File: src/rtl/fetch_stage_if.sv
// Instruction-memory request/ready bus between fetch_stage and the instruction memory.
// master: fetch stage (drives address/read); slave: memory (drives data/ready).
interface fetch_stage_if;
  logic [31:0] imem_address;
  logic        imem_read;
  logic [31:0] imem_data;
  logic        imem_ready;

  modport master (
    output imem_address,
    output imem_read,
    input  imem_data,
    input  imem_ready
  );

  modport slave (
    input  imem_address,
    input  imem_read,
    output imem_data,
    output imem_ready
  );
endinterface

File: src/rtl/fetch_stage.sv
// MIPS instruction-fetch stage with IF/ID pipeline register.
// Holds the PC, runs the imem request/ready handshake, applies branch (EX) and
// jump (ID) redirects, and parks a word fetched under stall in a hold buffer.
// Optional macro FETCH_COUNTERS_EN adds fetch_count / bubble_count outputs.
module fetch_stage #(
  parameter logic [31:0] RESET_PC = 32'h0000_0000
) (
  input  logic                 clk,
  input  logic                 reset_n,
  input  logic                 stall,
  input  logic                 branch_taken,
  input  logic [31:0]          branch_target,
  input  logic                 jump,
  fetch_stage_if.master        imem,
  output logic [31:0]          if_id_instruction,
  output logic [31:0]          if_id_pc_plus4,
  output logic                 if_id_valid,
  output logic [5:0]           opcode
`ifdef FETCH_COUNTERS_EN
  ,
  output logic [31:0]          fetch_count,
  output logic [31:0]          bubble_count
`endif
);

  typedef enum logic [1:0] {
    FETCH   = 2'd0,
    HOLD    = 2'd1,
    DISCARD = 2'd2
  } state_e;

  state_e      state_q, state_d;
  logic        run_q, run_d;            // 0 until the first edge after reset release
  logic [31:0] pc_q, pc_d;
  logic [31:0] saved_target_q, saved_target_d;
  logic [31:0] buf_instr_q, buf_instr_d;
  logic [31:0] buf_pc4_q, buf_pc4_d;
  logic [31:0] ifid_instr_q, ifid_instr_d;
  logic [31:0] ifid_pc4_q, ifid_pc4_d;
  logic        ifid_valid_q, ifid_valid_d;

  logic [31:0] pc_plus4;
  logic [31:0] jump_target;
  logic [31:0] redirect_pc;
  logic        take_jump;
  logic        redirect;
  logic        load_valid;
  logic        write_bubble;

`ifdef FETCH_COUNTERS_EN
  logic [31:0] fetch_count_q, fetch_count_d;
  logic [31:0] bubble_count_q, bubble_count_d;
`endif

  // Redirect selection: branch beats jump; jump needs a valid, unstalled IF/ID.
  always_comb begin
    pc_plus4    = pc_q + 32'd4;
    jump_target = {ifid_pc4_q[31:28], ifid_instr_q[25:0], 2'b00};
    take_jump   = jump && ifid_valid_q && !stall;
    redirect    = branch_taken || take_jump;
    redirect_pc = branch_taken ? branch_target : jump_target;
  end

  // Next-state, PC, hold buffer and IF/ID register update.
  always_comb begin
    state_d        = state_q;
    run_d          = 1'b1;
    pc_d           = pc_q;
    saved_target_d = saved_target_q;
    buf_instr_d    = buf_instr_q;
    buf_pc4_d      = buf_pc4_q;
    ifid_instr_d   = ifid_instr_q;
    ifid_pc4_d     = ifid_pc4_q;
    ifid_valid_d   = ifid_valid_q;
    load_valid     = 1'b0;
    write_bubble   = 1'b0;

    if (run_q) begin
      unique case (state_q)
        FETCH: begin
          if (redirect) begin
            write_bubble = 1'b1;
            if (imem.imem_ready) begin
              pc_d = redirect_pc;
            end else begin
              // address must stay put until the memory answers
              saved_target_d = redirect_pc;
              state_d        = DISCARD;
            end
          end else if (imem.imem_ready) begin
            pc_d = pc_plus4;
            if (!stall) begin
              ifid_instr_d = imem.imem_data;
              ifid_pc4_d   = pc_plus4;
              load_valid   = 1'b1;
            end else begin
              buf_instr_d = imem.imem_data;
              buf_pc4_d   = pc_plus4;
              state_d     = HOLD;
            end
          end else if (!stall) begin
            write_bubble = 1'b1;
          end
        end

        HOLD: begin
          if (redirect) begin
            pc_d         = redirect_pc;
            write_bubble = 1'b1;
            state_d      = FETCH;
          end else if (!stall) begin
            ifid_instr_d = buf_instr_q;
            ifid_pc4_d   = buf_pc4_q;
            load_valid   = 1'b1;
            state_d      = FETCH;
          end
        end

        DISCARD: begin
          write_bubble = 1'b1;
          if (branch_taken) begin
            saved_target_d = branch_target;
          end
          if (imem.imem_ready) begin
            pc_d    = branch_taken ? branch_target : saved_target_q;
            state_d = FETCH;
          end
        end

        default: begin
          state_d = FETCH;
        end
      endcase
    end

    if (load_valid) begin
      ifid_valid_d = 1'b1;
    end else if (write_bubble) begin
      ifid_valid_d = 1'b0;
    end
  end

  // State and datapath registers.
  always_ff @(posedge clk or negedge reset_n) begin
    if (!reset_n) begin
      state_q        <= FETCH;
      run_q          <= 1'b0;
      pc_q           <= RESET_PC;
      saved_target_q <= '0;
      buf_instr_q    <= '0;
      buf_pc4_q      <= '0;
      ifid_instr_q   <= '0;
      ifid_pc4_q     <= '0;
      ifid_valid_q   <= 1'b0;
    end else begin
      state_q        <= state_d;
      run_q          <= run_d;
      pc_q           <= pc_d;
      saved_target_q <= saved_target_d;
      buf_instr_q    <= buf_instr_d;
      buf_pc4_q      <= buf_pc4_d;
      ifid_instr_q   <= ifid_instr_d;
      ifid_pc4_q     <= ifid_pc4_d;
      ifid_valid_q   <= ifid_valid_d;
    end
  end

`ifdef FETCH_COUNTERS_EN
  // Counter increments: valid loads, and bubbles written while not stalled.
  always_comb begin
    fetch_count_d  = fetch_count_q + {31'd0, load_valid};
    bubble_count_d = bubble_count_q + {31'd0, write_bubble && !stall};
  end

  // Counter registers.
  always_ff @(posedge clk or negedge reset_n) begin
    if (!reset_n) begin
      fetch_count_q  <= '0;
      bubble_count_q <= '0;
    end else begin
      fetch_count_q  <= fetch_count_d;
      bubble_count_q <= bubble_count_d;
    end
  end

  assign fetch_count  = fetch_count_q;
  assign bubble_count = bubble_count_q;
`endif

  assign imem.imem_read    = run_q && (state_q != HOLD);
  assign imem.imem_address = pc_q;
  assign if_id_instruction = ifid_instr_q;
  assign if_id_pc_plus4    = ifid_pc4_q;
  assign if_id_valid       = ifid_valid_q;
  assign opcode            = ifid_instr_q[31:26];

endmodule
File: src/flat_wrapper.sv
// flat-port wrapper written by rule: the top's interface ports become plain ports
module fetch_stage_flat 
#(
  parameter logic [31:0] RESET_PC = 32'h0000_0000
)
  (clk, reset_n, stall, branch_taken, branch_target, jump, if_id_instruction, if_id_pc_plus4, if_id_valid, opcode, imem_imem_address, imem_imem_read, imem_imem_data, imem_imem_ready);
  fetch_stage_if imem_i ();
  input  logic clk;
  input  logic reset_n;
  input  logic stall;
  input  logic branch_taken;
  input  logic [31:0] branch_target;
  input  logic jump;
  output logic [31:0] if_id_instruction;
  output logic [31:0] if_id_pc_plus4;
  output logic if_id_valid;
  output logic [5:0] opcode;
  output wire logic [$bits(imem_i.imem_address)-1:0] imem_imem_address;
  output wire logic [$bits(imem_i.imem_read)-1:0] imem_imem_read;
  input wire logic [$bits(imem_i.imem_data)-1:0] imem_imem_data;
  input wire logic [$bits(imem_i.imem_ready)-1:0] imem_imem_ready;
  assign imem_imem_address = imem_i.imem_address;
  assign imem_imem_read = imem_i.imem_read;
  assign imem_i.imem_data = imem_imem_data;
  assign imem_i.imem_ready = imem_imem_ready;
  fetch_stage #(.RESET_PC(RESET_PC)) u_core (.clk(clk), .reset_n(reset_n), .stall(stall), .branch_taken(branch_taken), .branch_target(branch_target), .jump(jump), .imem(imem_i), .if_id_instruction(if_id_instruction), .if_id_pc_plus4(if_id_pc_plus4), .if_id_valid(if_id_valid), .opcode(opcode));
endmodule
File: config.mk
export PLATFORM = sky130hd
export DESIGN_NAME = fetch_stage_flat
export DESIGN_NICKNAME = d
export VERILOG_FILES = /design/src/rtl/fetch_stage_if.sv /design/src/rtl/fetch_stage.sv /design/src/flat_wrapper.sv
export SDC_FILE = /design/constraint.sdc
export NUM_CORES = 1
export LEC_CHECK = 0
export ABC_AREA = 1
export CAP_MARGIN = 20
export CORE_ASPECT_RATIO = 1.2
export CORE_MARGIN = 5
export CORE_UTILIZATION = 38
export DETAILED_ROUTE_END_ITERATION = 8
export GPL_TIMING_DRIVEN = 0
export SYNTH_ARGS = -nofsm -noshare
export SYNTH_HDL_FRONTEND = slang
export SYNTH_SLANG_ARGS = --single-unit
export TNS_END_PERCENT = 1
File: constraint.sdc
create_clock -name clk -period 2.19 [get_ports clk]
set_clock_uncertainty 0.1 [all_clocks]
set_input_delay 0.5475 -clock clk [delete_from_list [all_inputs] [get_ports clk]]
set_output_delay 0.5475 -clock clk [all_outputs]
set_load 0.005 [all_outputs]
==> results of run 1 <==
[metrics by stage]
stage / hold slack (ps) / cell area (um2) / setup slack (ps) / utilization
2_1_floorplan: 151.9 / 10760 / 265.1 / -
3_3_place_gp: 357.0 / 12960 / -8101 / 0.4642
3_5_place_dp: 360.3 / 12990 / -756.0 / 0.4654
4_1_cts: 14.24 / 13700 / -14.99 / 0.4909
5_1_grt: 44.99 / 13860 / -116.3 / 0.4967
6_report: -9.775 / 13860 / -68.60 / 0.4967
[cells in the mapped netlist (all sizes together)]
library cell	count
nand2	506
dfrtp	196
nor2	185
o21ai	143
inv	106
a21oi	72
buf	70
a31oi	63
nand3	46
o211ai	31
clkbuf	24
xor2	7
a22oi	5
ha	5
o21a	5
nand4	4
nand3b	2
xnor2	2
a211oi	1
a21o	1
and2	1
clkinv	1
conb	1
nor3	1
o22ai	1
[cell type report]
| cell class | instances | area (um2) |
|---|---|---|
| fill | 2831 | 14050 |
| sequential | 196 | 4921 |
| timing repair buffer | 184 | 1837 |
| clock buffer | 19 | 452.9 |
| clock inverter | 13 | 116.4 |
| buffer | 93 | 661.9 |
| multi-input combinational | 1083 | 4992 |
| inverter | 107 | 409.1 |
| tap | 379 | 474.2 |
[power breakdown]
part	internal, mW	switching [mW]
registers	5.43	1.43
clock network	1.56	1.58
logic	4.29	5.42
[sequential cells by signal (all words and copies together), names as in the netlist]
register,flops
u_core.imem.imem_address,32
u_core.if_id_instruction,32
u_core.buf_pc4_q,32
u_core.if_id_valid,1
u_core.if_id_pc_plus4,32
u_core.state_q,2
u_core.buf_instr_q,32
u_core.saved_target_q,32
u_core.run_q,1
[worst min-delay path by stage]
stage,startpoint,end,slack [ps],cells past startpoint
detailed placement,u_core.buf_pc4_q[7],u_core.buf_pc4_q[7],360,2
floorplan,reset_n,u_core.buf_instr_q[0],150,0
global placement,u_core.buf_pc4_q[7],u_core.buf_pc4_q[7],360,2
finish,reset_n,u_core.buf_instr_q[1],-10,1
global route,reset_n,u_core.buf_instr_q[6],40,1
CTS,reset_n,u_core.buf_instr_q[6],10,1
[logic make-up (layout without fill, tap and decap cells)]
group,after synthesis,after routing,synth area share
xor+xnor,9,9,0.008719
simple gates,745,746,0.2768
compound gates,322,322,0.1672
buf+inv,201,416,0.08545
flops,196,196,0.4557
other cells,1,1,0.0003484
fa+ha+maj,5,5,0.005813
[worst max-delay path, cell delays in order, from the launching register on]
cell and delay, ps:
dfrtp_1 380, buf_4 140, ha_4 170, buf_12 130, buf_12 140, nor2_4 90
buf_2 110
[routing by layer]
layer | track usage | part of all wire | vias to the layer above
met2 | 0.3879 | 0.48 | 336
met4 | 0.07396 | 0.025 | 0
met5 | 0 | 0 | -
met3 | 0.03792 | 0.051 | 63
met1 | 0.3162 | 0.44 | 4866
li1 | - | - | 5200
[what timing repair did]
| action | CTS | global route |
|---|---|---|
| pin swaps | 2 | 5 |
| setup buffers | 5 | 5 |
| setup endpoints to repair | 50 | 197 |
| gates cloned | 0 | 2 |
| gates resized for setup | 51 | 70 |
==> impl_metrics.yaml, run 1 <==
critical_path:
  worstReg2RegStart: "u_core.state_q[1]"
  crit_type: "reg -> out"
  cp_max_fo: 10
  required_ps: 1540
  worstSetupStartpointType: "register"
  critPathArrivalTime_ps: 1610
  critPathCaptureType: "output pin"
  regToRegEndpoint: "u_core.if_id_pc_plus4[26]"
  rrSetupSlack_ps: 20
  startpoint: "u_core.state_q[0]"
  endpoint: "imem_imem_read"
  rr_worst_depth: 13
logic_synthesis:
  synth_cell_types: 38
  synthCells: 1479
  synth_seq_cells: 196
  ys_warn_count: 0
  syn_nets: 1554
  netlist.area_leader.share: 0.4557
  synth_area_um2: 10760
  synth_area_leaders: "dfrtp_1 (46%), nand2_1 (17%), nor2_1 (6.1%)"
  synth.avg_cell_area_um2: 7.277
  synth_top_area_cell: "dfrtp_1"
  ys_seq_area_frac: 0.4557
status:
  outcome: "complete, but fails checks"
  violations: "hold timing, setup timing"
placed_design:
  routabilityCongestion: 0.9235
  dp.final_hpwl_um: 28780
  numPortBuffers: 172
  dp_cells: 2031
route:
  finalWirelength_um: 37600
  via_per_inst: 5.046
  vias: 10470
  drc: 0
  antenna_left: 0
  wl_per_cell_um: 18.13
  firstDrtPassIters: 6
  drtIter0Drc: 962
die:
  die_area_um2: 31800
  io_pins: 174
  start_util: 0.3855
  num_rows: 67
  die-width_um: 163.6
  fp.dieH_um: 194.4
  core-area_um2: 27920
clock_network:
  cts_buffers: 17
  cts_tree: "built"
  ctsHoldBuffers: 0
  clkLatencyLatePin_ps: 450
  clk_pin_slew_ps: 80
  cts-root-buf: "clkbuf_16"
  htree_levels: 4
  clock-sinks: 196
  clock_path_buffers: 2
global_route:
  grt_pass1_vias: 10250
  grt_pass1_wl_um: 58080
  grt_usage: 0.2349
  grt_max_degree: 114
  antenna_found_initial: 0
  gr-total-overflow: 0
timing:
  min_period_ps: 2259
  tns_ps: -68.60
  setup_viol: 1
  slew_headroom: 0.4813
  tightest_slew_ps: 778.0
  final-hold-violation-count: 13
  rsz0062_at_grt: "true"
  fin_ws_ps: -68.60
  drv_slew: 0
  layout_worst_path_cycle_share: 1.031
  fmax_ghz: 0.4428
  hold_ws_ps: -9.775
layout:
  drive_gt1_frac: 0.1080
  final_common_cell: "nand2_1"
  nets: 1757
  diodes: 0
  area_growth_pct: 28.82
  final_cell_mix: "nand2_1 (498), dfrtp_1 (183), nor2_1 (173), clkdlybuf4s50_1 (170), o21ai_0 (114)"
  finalNonFillerCells: 2074
pwr:
  leakage_nw: 6.466
  p_total_mw: 19.71
  power.density_nw_per_um2: 1422
  vdd_drop_max_v: 0.0006088
job:
  max_cap_viol_count: 0
min_path:
  min_path_type: "in -> async"
(Power assumes the default switching activity.)
==> run 2, diff against run 1 <==
--- a/config.mk
+++ b/config.mk
@@ -8,11 +8,9 @@
 export ABC_AREA = 1
 export CAP_MARGIN = 20
 export CORE_ASPECT_RATIO = 1.2
-export CORE_MARGIN = 5
 export CORE_UTILIZATION = 38
 export DETAILED_ROUTE_END_ITERATION = 8
-export GPL_TIMING_DRIVEN = 0
 export SYNTH_ARGS = -nofsm -noshare
 export SYNTH_HDL_FRONTEND = slang
 export SYNTH_SLANG_ARGS = --single-unit
-export TNS_END_PERCENT = 1
+export TNS_END_PERCENT = 20
==> impl_metrics.yaml, run 2 (synthesized netlist as in run 1, its figures left out) <==
die:
  core-area_um2: 27920
  die_area_um2: 29000
  io_pins: 174
  fp.dieH_um: 186.4
  die-width_um: 155.6
  start_util: 0.3855
  num_rows: 67
pwr:
  power.density_nw_per_um2: 1394
  leakage_nw: 6.380
  vdd_drop_max_v: 0.0006483
layout:
  diodes: 0
  nets: 1711
  final_common_cell: "nand2_1"
  area_growth_pct: 28.02
  drive_gt1_frac: 0.08247
  final_core_util: 0.4936
  final_cell_mix: "nand2_1 (499), dfrtp_1 (188), nor2_1 (173), clkdlybuf4s50_1 (170), o21ai_0 (127)"
clock_network:
  clock-sinks: 196
  clock_path_buffers: 2
  cts_buffers: 17
  cts-root-buf: "clkbuf_16"
  clk_pin_slew_ps: 70
  cts_tree: "built"
  htree_levels: 4
  clkLatencyLatePin_ps: 450
timing:
  fin_ws_ps: 46.47
  tns_ps: 0
  layout_worst_path_cycle_share: 0.9788
  drv_slew: 0
  min_period_ps: 2144
  setup_viol: 0
  final-hold-violation-count: 0
  fmax_ghz: 0.4665
placed_design:
  routabilityCongestion: 0.9097
  post-place-ws_ps: -166.2
  dp.final_hpwl_um: 23250
  numPortBuffers: 173
critical_path:
  regToRegEndpoint: "u_core.saved_target_q[22]"
  crit_type: "reg -> out"
  critical_path.top_delay_family: "buffers and inverters"
  rr_worst_depth: 10
  cp_max_fo: 6
  cp_slowest_cell: "clkdlybuf4s50_1"
  endpoint: "imem_imem_address[19]"
  path_cells: "clkdlybuf4s50_1"
  critPathCaptureType: "output pin"
  worstSetupStartpointType: "register"
  startpoint: "u_core.imem.imem_address[19]"
  critPathArrivalTime_ps: 1500
  worstReg2RegStart: "u_core.state_q[0]"
  required_ps: 1540
  slowest_delay_ps: 550
  cp_num_cells: 1
  rrSetupSlack_ps: 120
  path_buf_inv: 1
global_route:
  grt_pass1_wl_um: 51390
  grt_pass1_vias: 9769
  grt_usage: 0.2232
  gr-total-overflow: 0
  antenna_found_initial: 0
  grt_max_degree: 53
status:
  outcome: "completed"
min_path:
  min_path_type: "reg -> reg"
job:
  max_cap_viol_count: 0
route:
  via_per_inst: 5.000
  finalWirelength_um: 31500
  antenna_left: 0
  wl_per_cell_um: 15.53
  vias: 10140
  firstDrtPassIters: 8
  drtIter0Drc: 785
  drc: 0
[run 2: changes by cell type in the layout (fill, tap and decap cells not counted), moves of 7 or more]
cell,previous run,this run
buf_2,25,1
buf_12,3,19
buf_6,16,1
clkbuf_2,14,0
o21ai_0,114,127
o21ai_1,29,16
buf_4,28,37
clkbuf_4,7,0
[run 2: stage by stage]
| step | instance area, um2 | hold slack, ps | power [mW] | std cells |
|---|---|---|---|---|
| after global routing | 13780 | 401.0 | 20.80 | 2028 |
| after detailed placement | 13100 | 360.3 | 15.91 | 1991 |
| after CTS | 13720 | 387.1 | 19.20 | 2026 |
| after global placement | 13100 | 357.5 | 15.73 | 1991 |
| final | 13780 | 386.5 | 19.20 | 2028 |
| after floorplan | 10760 | 151.9 | 11.79 | 1479 |
[run 2: what timing repair did]
item / in CTS / in global routing
pin swaps: 0 / 1
cloned: 0 / 1
gates resized for setup: 4 / 13
hold buffers: 1 / 0
endpoints found under the setup margin: 2 / 151
setup buffers: 2 / 1
hold endpoints to repair: 40 / 0
[run 2: where the power goes]
part / switching, mW / internal, mW
Sequential: 1.39 / 5.42
Combinational: 5.02 / 4.20
Clock: 1.55 / 1.63
[run 2: per-layer routing]
metal  global-route usage  up-vias  routed length [um]
met5                    0        -                   0
met4              0.09087        0                 893
met3              0.02531       49                1226
met2               0.3437      278               14080
met1               0.3190     4710               15300
li1                     -     5104                   -
[run 2: area by class of cell]
cell class              instances  area (um2)
flip-flops and latches        196        4915
clock inverters                14       156.4
inverters                     107       404.1
clock buffers                  18       429.2
multi-input cells            1082        4966
fillers                      2783       14140
well taps                     379       474.2
repair buffers                232        2434
[run 2: worst min path at each step]
stage	to	depth (start not counted)	from	slack [ps]
final	u_core.buf_pc4_q[11]	2	u_core.buf_pc4_q[11]	390
after global routing	u_core.buf_pc4_q[11]	2	u_core.buf_pc4_q[11]	400
after CTS	u_core.buf_pc4_q[1]	2	u_core.buf_pc4_q[1]	390
after detailed placement	u_core.buf_pc4_q[5]	2	u_core.buf_pc4_q[5]	360
after global placement	u_core.buf_pc4_q[7]	2	u_core.buf_pc4_q[7]	360
after floorplan	u_core.buf_instr_q[0]	0	reset_n	150
